===== config.mk =====
export PLATFORM = sky130hd
export DESIGN_NAME = mouse_master_sm
export DESIGN_NICKNAME = d
export VERILOG_FILES = /design/src/rtl/mouse_pkg.sv /design/src/rtl/mouse_wait_counter.sv /design/src/rtl/mouse_master_sm.sv
export SDC_FILE = /design/constraint.sdc
export NUM_CORES = 1
export LEC_CHECK = 0
export BUFFER_PORTS_ARGS = -buffer_cell sky130_fd_sc_hd__buf_2
export CAP_MARGIN = 20
export CORE_ASPECT_RATIO = 0.9
export CORE_MARGIN = 1
export CORE_UTILIZATION = 55
export CTS_CLUSTER_DIAMETER = 40
export CTS_CLUSTER_SIZE = 24
export DETAILED_ROUTE_END_ITERATION = 8
export GPL_TIMING_DRIVEN = 0
export MAX_ROUTING_LAYER = met4
export PLACE_DENSITY_LB_ADDON = 0.2
export SKIP_LAST_GASP = 1
export SYNTH_ARGS = -nofsm -noshare
export SYNTH_HDL_FRONTEND = slang
export SYNTH_HIERARCHICAL = 1
export SYNTH_SLANG_ARGS = --single-unit

===== constraint.sdc =====
create_clock -name CLK -period 5.7 [get_ports CLK]
set_input_delay 0.57 -clock CLK [delete_from_list [all_inputs] [get_ports CLK]]
set_output_delay 0.57 -clock CLK [all_outputs]
set_load 0.03 [all_outputs]

===== src/rtl/mouse_pkg.sv =====
// Shared types and byte constants for the PS/2 mouse master sequencer.
// Waits become bounded when MOUSE_TIMEOUT_EN is defined.
package mouse_pkg;

  localparam int unsigned CNT_W = 24;

  typedef enum logic [3:0] {
    STARTUP,
    SEND_RST,
    WAIT_RST_SENT,
    WAIT_ACK1,
    WAIT_SELFTEST,
    WAIT_ID,
    SEND_EN,
    WAIT_EN_SENT,
    WAIT_ACK2,
    RX_STATUS,
    RX_DX,
    RX_DY,
    PUBLISH
  } state_e;

  localparam logic [7:0] CMD_RESET       = 8'hFF;
  localparam logic [7:0] CMD_ENABLE      = 8'hF4;
  localparam logic [7:0] RSP_ACK         = 8'hFA;
  localparam logic [7:0] RSP_SELFTEST_OK = 8'hAA;
  localparam logic [7:0] RSP_ID          = 8'h00;

  localparam logic [1:0] ERR_OK     = 2'b00;
  localparam logic [1:0] ERR_PARITY = 2'b01;
  localparam logic [1:0] ERR_FRAME  = 2'b10;

  function automatic logic is_reading(input state_e s);
    case (s)
      WAIT_ACK1, WAIT_SELFTEST, WAIT_ID, WAIT_ACK2,
      RX_STATUS, RX_DX, RX_DY: is_reading = 1'b1;
      default:                 is_reading = 1'b0;
    endcase
  endfunction

  // States guarded by the response timeout; RX_STATUS is excluded on purpose.
  function automatic logic is_timed(input state_e s);
    case (s)
      WAIT_RST_SENT, WAIT_ACK1, WAIT_SELFTEST, WAIT_ID,
      WAIT_EN_SENT, WAIT_ACK2, RX_DX, RX_DY: is_timed = 1'b1;
      default:                               is_timed = 1'b0;
    endcase
  endfunction

endpackage


===== src/rtl/mouse_wait_counter.sv =====
// Loadable 24-bit down-counter that sticks at zero; done_o flags the terminal count.
module mouse_wait_counter
  import mouse_pkg::*;
(
  input  logic             CLK,
  input  logic             RESET,
  input  logic             load_i,
  input  logic [CNT_W-1:0] load_val_i,
  output logic             done_o
);

  logic [CNT_W-1:0] count_q, count_d;

  always_comb begin
    count_d = count_q;
    if (load_i) begin
      count_d = load_val_i;
    end else if (count_q != '0) begin
      count_d = count_q - 1'b1;
    end
  end

  always_ff @(posedge CLK) begin
    if (RESET) begin
      count_q <= '0;
    end else begin
      count_q <= count_d;
    end
  end

  assign done_o = (count_q == '0);

endmodule


===== src/rtl/mouse_master_sm.sv =====
// PS/2 mouse master: init dialogue (reset, self-test, enable) then 3-byte packet assembly.
// Define MOUSE_TIMEOUT_EN to bound every wait for a byte or BYTE_SENT.
module mouse_master_sm
  import mouse_pkg::*;
#(
  parameter int unsigned STARTUP_CYCLES = 1_000_000,
  parameter int unsigned TIMEOUT_CYCLES = 10_000_000
) (
  input  logic       CLK,
  input  logic       RESET,
  output logic       SEND_BYTE_o,
  output logic [7:0] BYTE_TO_SEND_o,
  input  logic       BYTE_SENT_i,
  output logic       READ_ENABLE_o,
  input  logic [7:0] BYTE_READ_i,
  input  logic       BYTE_READY_i,
  input  logic [1:0] BYTE_ERROR_CODE_i,
  output logic [7:0] MOUSE_STATUS_o,
  output logic [7:0] MOUSE_DX_o,
  output logic [7:0] MOUSE_DY_o,
  output logic       SEND_INTERRUPT_o,
  output logic       INIT_DONE_o
);

  if (STARTUP_CYCLES >= (1 << CNT_W) || TIMEOUT_CYCLES >= (1 << CNT_W)) begin : g_param_check
    $error("mouse_master_sm: cycle parameters must fit the 24-bit counter");
  end

  localparam logic [CNT_W-1:0] STARTUP_LOAD = CNT_W'(STARTUP_CYCLES);
`ifdef MOUSE_TIMEOUT_EN
  localparam logic [CNT_W-1:0] TIMEOUT_LOAD = CNT_W'(TIMEOUT_CYCLES);
`endif

  state_e           state_q, state_d;
  logic             armed_q, armed_d;
  logic             send_byte_q, send_byte_d;
  logic [7:0]       byte_to_send_q, byte_to_send_d;
  logic             read_enable_q, read_enable_d;
  logic [7:0]       cap_status_q, cap_status_d;
  logic [7:0]       cap_dx_q, cap_dx_d;
  logic [7:0]       cap_dy_q, cap_dy_d;
  logic [7:0]       status_q, status_d;
  logic [7:0]       dx_q, dx_d;
  logic [7:0]       dy_q, dy_d;
  logic             send_interrupt_q, send_interrupt_d;
  logic             init_done_q, init_done_d;
  logic             cnt_load;
  logic [CNT_W-1:0] cnt_load_val;
  logic             cnt_done;
  logic             rx_ok, rx_bad;

  mouse_wait_counter u_wait_counter (
    .CLK        (CLK),
    .RESET      (RESET),
    .load_i     (cnt_load),
    .load_val_i (cnt_load_val),
    .done_o     (cnt_done)
  );

  assign rx_ok  = BYTE_READY_i && (BYTE_ERROR_CODE_i == ERR_OK);
  assign rx_bad = BYTE_READY_i && (BYTE_ERROR_CODE_i != ERR_OK);

  always_comb begin
    state_d          = state_q;
    armed_d          = armed_q;
    cnt_load         = 1'b0;
    cnt_load_val     = STARTUP_LOAD;
    send_byte_d      = 1'b0;
    byte_to_send_d   = byte_to_send_q;
    cap_status_d     = cap_status_q;
    cap_dx_d         = cap_dx_q;
    cap_dy_d         = cap_dy_q;
    status_d         = status_q;
    dx_d             = dx_q;
    dy_d             = dy_q;
    send_interrupt_d = 1'b0;
    init_done_d      = init_done_q;

    unique case (state_q)
      // The counter comes out of reset at zero, so STARTUP arms it before trusting done.
      STARTUP: begin
        if (!armed_q) begin
          cnt_load = 1'b1;
          armed_d  = 1'b1;
        end else if (cnt_done) begin
          armed_d = 1'b0;
          state_d = SEND_RST;
        end
      end
      SEND_RST: begin
        send_byte_d    = 1'b1;
        byte_to_send_d = CMD_RESET;
        state_d        = WAIT_RST_SENT;
      end
      WAIT_RST_SENT: if (BYTE_SENT_i) state_d = WAIT_ACK1;
      WAIT_ACK1: begin
        if (BYTE_READY_i) state_d = (rx_ok && BYTE_READ_i == RSP_ACK) ? WAIT_SELFTEST : STARTUP;
      end
      WAIT_SELFTEST: begin
        if (BYTE_READY_i) state_d = (rx_ok && BYTE_READ_i == RSP_SELFTEST_OK) ? WAIT_ID : STARTUP;
      end
      WAIT_ID: begin
        if (BYTE_READY_i) state_d = (rx_ok && BYTE_READ_i == RSP_ID) ? SEND_EN : STARTUP;
      end
      SEND_EN: begin
        send_byte_d    = 1'b1;
        byte_to_send_d = CMD_ENABLE;
        state_d        = WAIT_EN_SENT;
      end
      WAIT_EN_SENT: if (BYTE_SENT_i) state_d = WAIT_ACK2;
      WAIT_ACK2: begin
        if (rx_ok && BYTE_READ_i == RSP_ACK) begin
          init_done_d = 1'b1;
          state_d     = RX_STATUS;
        end else if (BYTE_READY_i) begin
          state_d = STARTUP;
        end
      end
      RX_STATUS: begin
        if (rx_ok && BYTE_READ_i[3]) begin
          cap_status_d = BYTE_READ_i;
          state_d      = RX_DX;
        end
      end
      RX_DX: begin
        if (rx_bad) begin
          state_d = RX_STATUS;
        end else if (rx_ok) begin
          cap_dx_d = BYTE_READ_i;
          state_d  = RX_DY;
        end
      end
      RX_DY: begin
        if (rx_bad) begin
          state_d = RX_STATUS;
        end else if (rx_ok) begin
          cap_dy_d = BYTE_READ_i;
          state_d  = PUBLISH;
        end
      end
      PUBLISH: begin
        status_d         = cap_status_q;
        dx_d             = cap_dx_q;
        dy_d             = cap_dy_q;
        send_interrupt_d = 1'b1;
        state_d          = RX_STATUS;
      end
      default: state_d = STARTUP;
    endcase

`ifdef MOUSE_TIMEOUT_EN
    // A byte arriving on the expiry cycle still wins over the timeout.
    if (is_timed(state_q) && cnt_done && state_d == state_q) begin
      state_d = STARTUP;
    end
    if (state_d != state_q && is_timed(state_d)) begin
      cnt_load     = 1'b1;
      cnt_load_val = TIMEOUT_LOAD;
    end
`endif

    if (state_d == STARTUP && state_q != STARTUP) begin
      init_done_d = 1'b0;
    end

    read_enable_d = is_reading(state_d);
  end

  always_ff @(posedge CLK) begin
    if (RESET) begin
      state_q          <= STARTUP;
      armed_q          <= 1'b0;
      send_byte_q      <= 1'b0;
      byte_to_send_q   <= 8'h00;
      read_enable_q    <= 1'b0;
      cap_status_q     <= 8'h00;
      cap_dx_q         <= 8'h00;
      cap_dy_q         <= 8'h00;
      status_q         <= 8'h00;
      dx_q             <= 8'h00;
      dy_q             <= 8'h00;
      send_interrupt_q <= 1'b0;
      init_done_q      <= 1'b0;
    end else begin
      state_q          <= state_d;
      armed_q          <= armed_d;
      send_byte_q      <= send_byte_d;
      byte_to_send_q   <= byte_to_send_d;
      read_enable_q    <= read_enable_d;
      cap_status_q     <= cap_status_d;
      cap_dx_q         <= cap_dx_d;
      cap_dy_q         <= cap_dy_d;
      status_q         <= status_d;
      dx_q             <= dx_d;
      dy_q             <= dy_d;
      send_interrupt_q <= send_interrupt_d;
      init_done_q      <= init_done_d;
    end
  end

  assign SEND_BYTE_o      = send_byte_q;
  assign BYTE_TO_SEND_o   = byte_to_send_q;
  assign READ_ENABLE_o    = read_enable_q;
  assign MOUSE_STATUS_o   = status_q;
  assign MOUSE_DX_o       = dx_q;
  assign MOUSE_DY_o       = dy_q;
  assign SEND_INTERRUPT_o = send_interrupt_q;
  assign INIT_DONE_o      = init_done_q;

endmodule


==> qor.yml <==
clocking:
  cts_setup_buffers: 0
  cts_max_level: 3
  holdBufCountCts: 0
  cts-root-buf: "clkbuf_8"
  numCtsBuffers: 9
  clk_pin_slew_ns: 0.09
  clockBufferDepth: 2
  cts.sinks: 83
  clk_latency_ns: 0.35
  post_cts_resized: 0
  cts_tree: "yes"
cells_and_area:
  nets: 578
  layout_common_cells: "88 x nand2_1, 83 x dfxtp_1, 55 x buf_2"
  antenna_cells: 0
  drive_gt1_share_pct: 16.4
  multi_input_area_um2: 2100
  ff_latch_area_um2: 1660
  postLayoutCoreUtil_pct: 67.6
  final_common_cell: "nand2_1"
  area_growth_pct: 16.7
  num-fill-cells: 607
yosys:
  synth-seq-cells: 83
  synth-async-reset-ratio_pct: 0
  synth_fa_ha_area_share_pct: 0.642
  synth_edf_count: 0
  synth-seq-area-share_pct: 42.6
  synth_xor_xnor_area_share_pct: 4.49
  syn_avg_cell_area_um2: 8.11
  netlist_area_um2: 3900
  synth_top_family_by_area: "simple AND/OR/NAND/NOR gates"
  synth_mux_area_share_pct: 3.85
  synth_simple_gate_area_share_pct: 25.9
  synth_ff_type: "dfxtp_1"
  ys_types: 60
  synth-warning-count: 6
  synth_compound_gate_area_share_pct: 16.7
  netlist_instances: 481
floorplan:
  start_util_pct: 58.0
  die_height_um: 81.9
  io_pins: 50
  dieArea_um2: 7430
  die_w_um: 90.8
  rows: 28
  coreArea_um2: 6730
timing:
  tns_ns: 0
  fin_crit_ns: 2.62
  finalMaxSlewViolations: 0
  worstMarginPinSlew_ns: 0.917
  fmax_ghz: 0.382
  hold_viol_final: 0
  final-setup-viol-count: 0
  slew_headroom_pct: 38.3
  finalCritPeriodShare_pct: 45.9
  rsz0062_at_grt: "false"
  fin_worst_skew_ns: 0.0118
drt:
  ant_nets: 0
  drc: 0
  drt_pass1_iterations: 4
  wirelength_um: 9150
  drt-wirelength-per-cell_um: 13.9
  vias: 3606
  drtIter0Drc: 185
  vias_per_cell: 5.49
status:
  outcome: "finished clean"
setup_path:
  crit_path_start_kind: "flip-flop"
  crit_top_cell: "clkbuf_1"
  r2r_start: "state_q[2]"
  path_class: "flip-flop to flip-flop"
  cp_slowest_stage_delay_ns: 0.39
  worstPathRequired_ns: 5.98
  arrival_ns: 2.90
  crit_fanout: 10
  cp-startpoint: "state_q[2]"
  crit_family: "buffers and inverters"
  r2r_cells: 9
  cp-end-kind: "flip-flop"
  worstReg2RegEnd: "u_wait_counter/count_q[9]"
  path_buf_inv: 5
  cp_slowest_cell: "clkbuf_1"
  rrSetupSlack_ns: 3.08
  crit_chain: "buf_2, clkbuf_1, nor4_1, clkbuf_1, nor2b_1, clkbuf_1, clkbuf_1, nand2_1, o21ai_1"
power_and_ir_drop:
  intPower_w: 0.000917
  power_leakage_nw: 1.91
  power_frac_seq_pct: 49.1
  ir_worst_vdd_mv: 0.209
  power_w: 0.00130
  clock_power_share_pct: 34.5
  power.density_nw_per_um2: 285
  comb_power_share_pct: 16.5
  p_sw_w: 0.000381
  swShare_pct: 29.3
placement:
  io_buffers: 48
  gp_congestion: 0.916
  dpl.hpwl_um: 6440
worst_hold_path:
  worstHoldPathType: "flip-flop to flip-flop"
  worstHoldStart: "MOUSE_DX_o[1]"
  holdPathStages: 2
  hold_path_end: "MOUSE_DX_o[1]"
grt:
  grtUsageTotal_pct: 26.0
  grt_max_degree: 17
  grt_overflow: 0
  antenna_found_initial: 0
  grt_pass1_vias: 3203
  grt_pass1_wl_um: 15000
job:
  maxCapViolations: 0
[worst max path at each step]
stage,endpoint,slack [ns],depth (start not counted)
global route,u_wait_counter/count_q[9],2.82,9
CTS,u_wait_counter/count_q[9],3.08,9
finish,u_wait_counter/count_q[9],3.08,9
detailed placement,u_wait_counter/count_q[9],3.10,9
global placement,u_wait_counter/count_q[9],3.17,9
floorplan,READ_ENABLE_o,3.49,6
[stage by stage]
stage / worst slack [ns] / cells / area [um2] / hold slack (ns)
5_1_grt: 2.82 / 657 / 4550 / 0.463
4_1_cts: 3.08 / 657 / 4550 / 0.454
2_1_floorplan: 3.49 / 503 / 3980 / 0.426
6_report: 3.08 / 657 / 4550 / 0.454
3_3_place_gp: 3.17 / 641 / 4340 / 0.435
3_5_place_dp: 3.10 / 641 / 4340 / 0.444
[kinds of logic (layout without fill, tap and decap cells)]
group	count (synthesis)	count (layout)
buffers and inverters	48	112
other	2	24
XOR/XNOR	20	20
flip-flops	83	83
AO/OA/AOI/OAI	108	108
adder cells (fa/ha/maj)	2	2
AND/OR/NAND/NOR	203	203
multiplexers	15	15
[synth_stat cells, types with 4 or more instances]
cell type,number,area (um2)
a21oi_1,47,235
a22oi_1,4,30.0
and2_1,5,31.3
buf_2,7,35.0
buf_4,6,45.0
clkbuf_1,22,82.6
dfxtp_1,83,1660
inv_1,12,45.0
mux2i_1,15,150
nand2_1,88,330
nand2b_1,4,25.0
nand3_1,7,35.0
nor2_1,42,158
nor3_1,10,50.1
nor4_1,7,43.8
o21ai_0,16,80.1
o21ai_1,12,60.1
o31ai_1,4,30.0
or3_1,6,37.5
xnor2_1,16,140
xor2_1,4,35.0
[cell type report]
type	instances	share of cell area, %
Buffer	36	3.85
Clock buffer	10	3.03
Clock inverter	6	1.68
Inverter	12	0.990
Multi-Input combinational cell	372	46.2
Sequential cell	83	36.5
Tap cell	90	2.48
Timing Repair Buffer	48	5.28
[power by group through the flow]
stage / Combinational (W) / Clock [W] / Sequential [W]
floorplan: 0.000164 / 0 / 0.000645
global placement: 0.000206 / 0 / 0.000648
detailed placement: 0.000210 / 0 / 0.000649
CTS: 0.000212 / 0.000456 / 0.000636
global route: 0.000241 / 0.000478 / 0.000640
finish: 0.000214 / 0.000447 / 0.000637
[worst min-delay path: stages (launching register included)]
cell and delay (ns):
dfxtp_1 0.32, nand2_1 0.05, a21oi_1 0.05
[routing by layer]
layer  vias to the layer above  track usage (%)  share of wire [%]
li1                       1799                -                  -
met1                      1674             33.6                 48
met2                       115             40.4                 45
met3                        18             5.00                5.2
met4                         0             10.5                1.9
met5                         -                -                  0
[state kept, by name, indices dropped and copies added (netlist names)]
signal                  flops
cap_dx_q                    8
cap_dy_q                    8
MOUSE_DY_o                  8
MOUSE_STATUS_o              8
armed_q                     1
BYTE_TO_SEND_o              2
SEND_BYTE_o                 1
cap_status_q                8
SEND_INTERRUPT_o            1
INIT_DONE_o                 1
READ_ENABLE_o               1
MOUSE_DX_o                  8
state_q                     4
u_wait_counter/count_q     24
(Power assumes the default switching activity.)
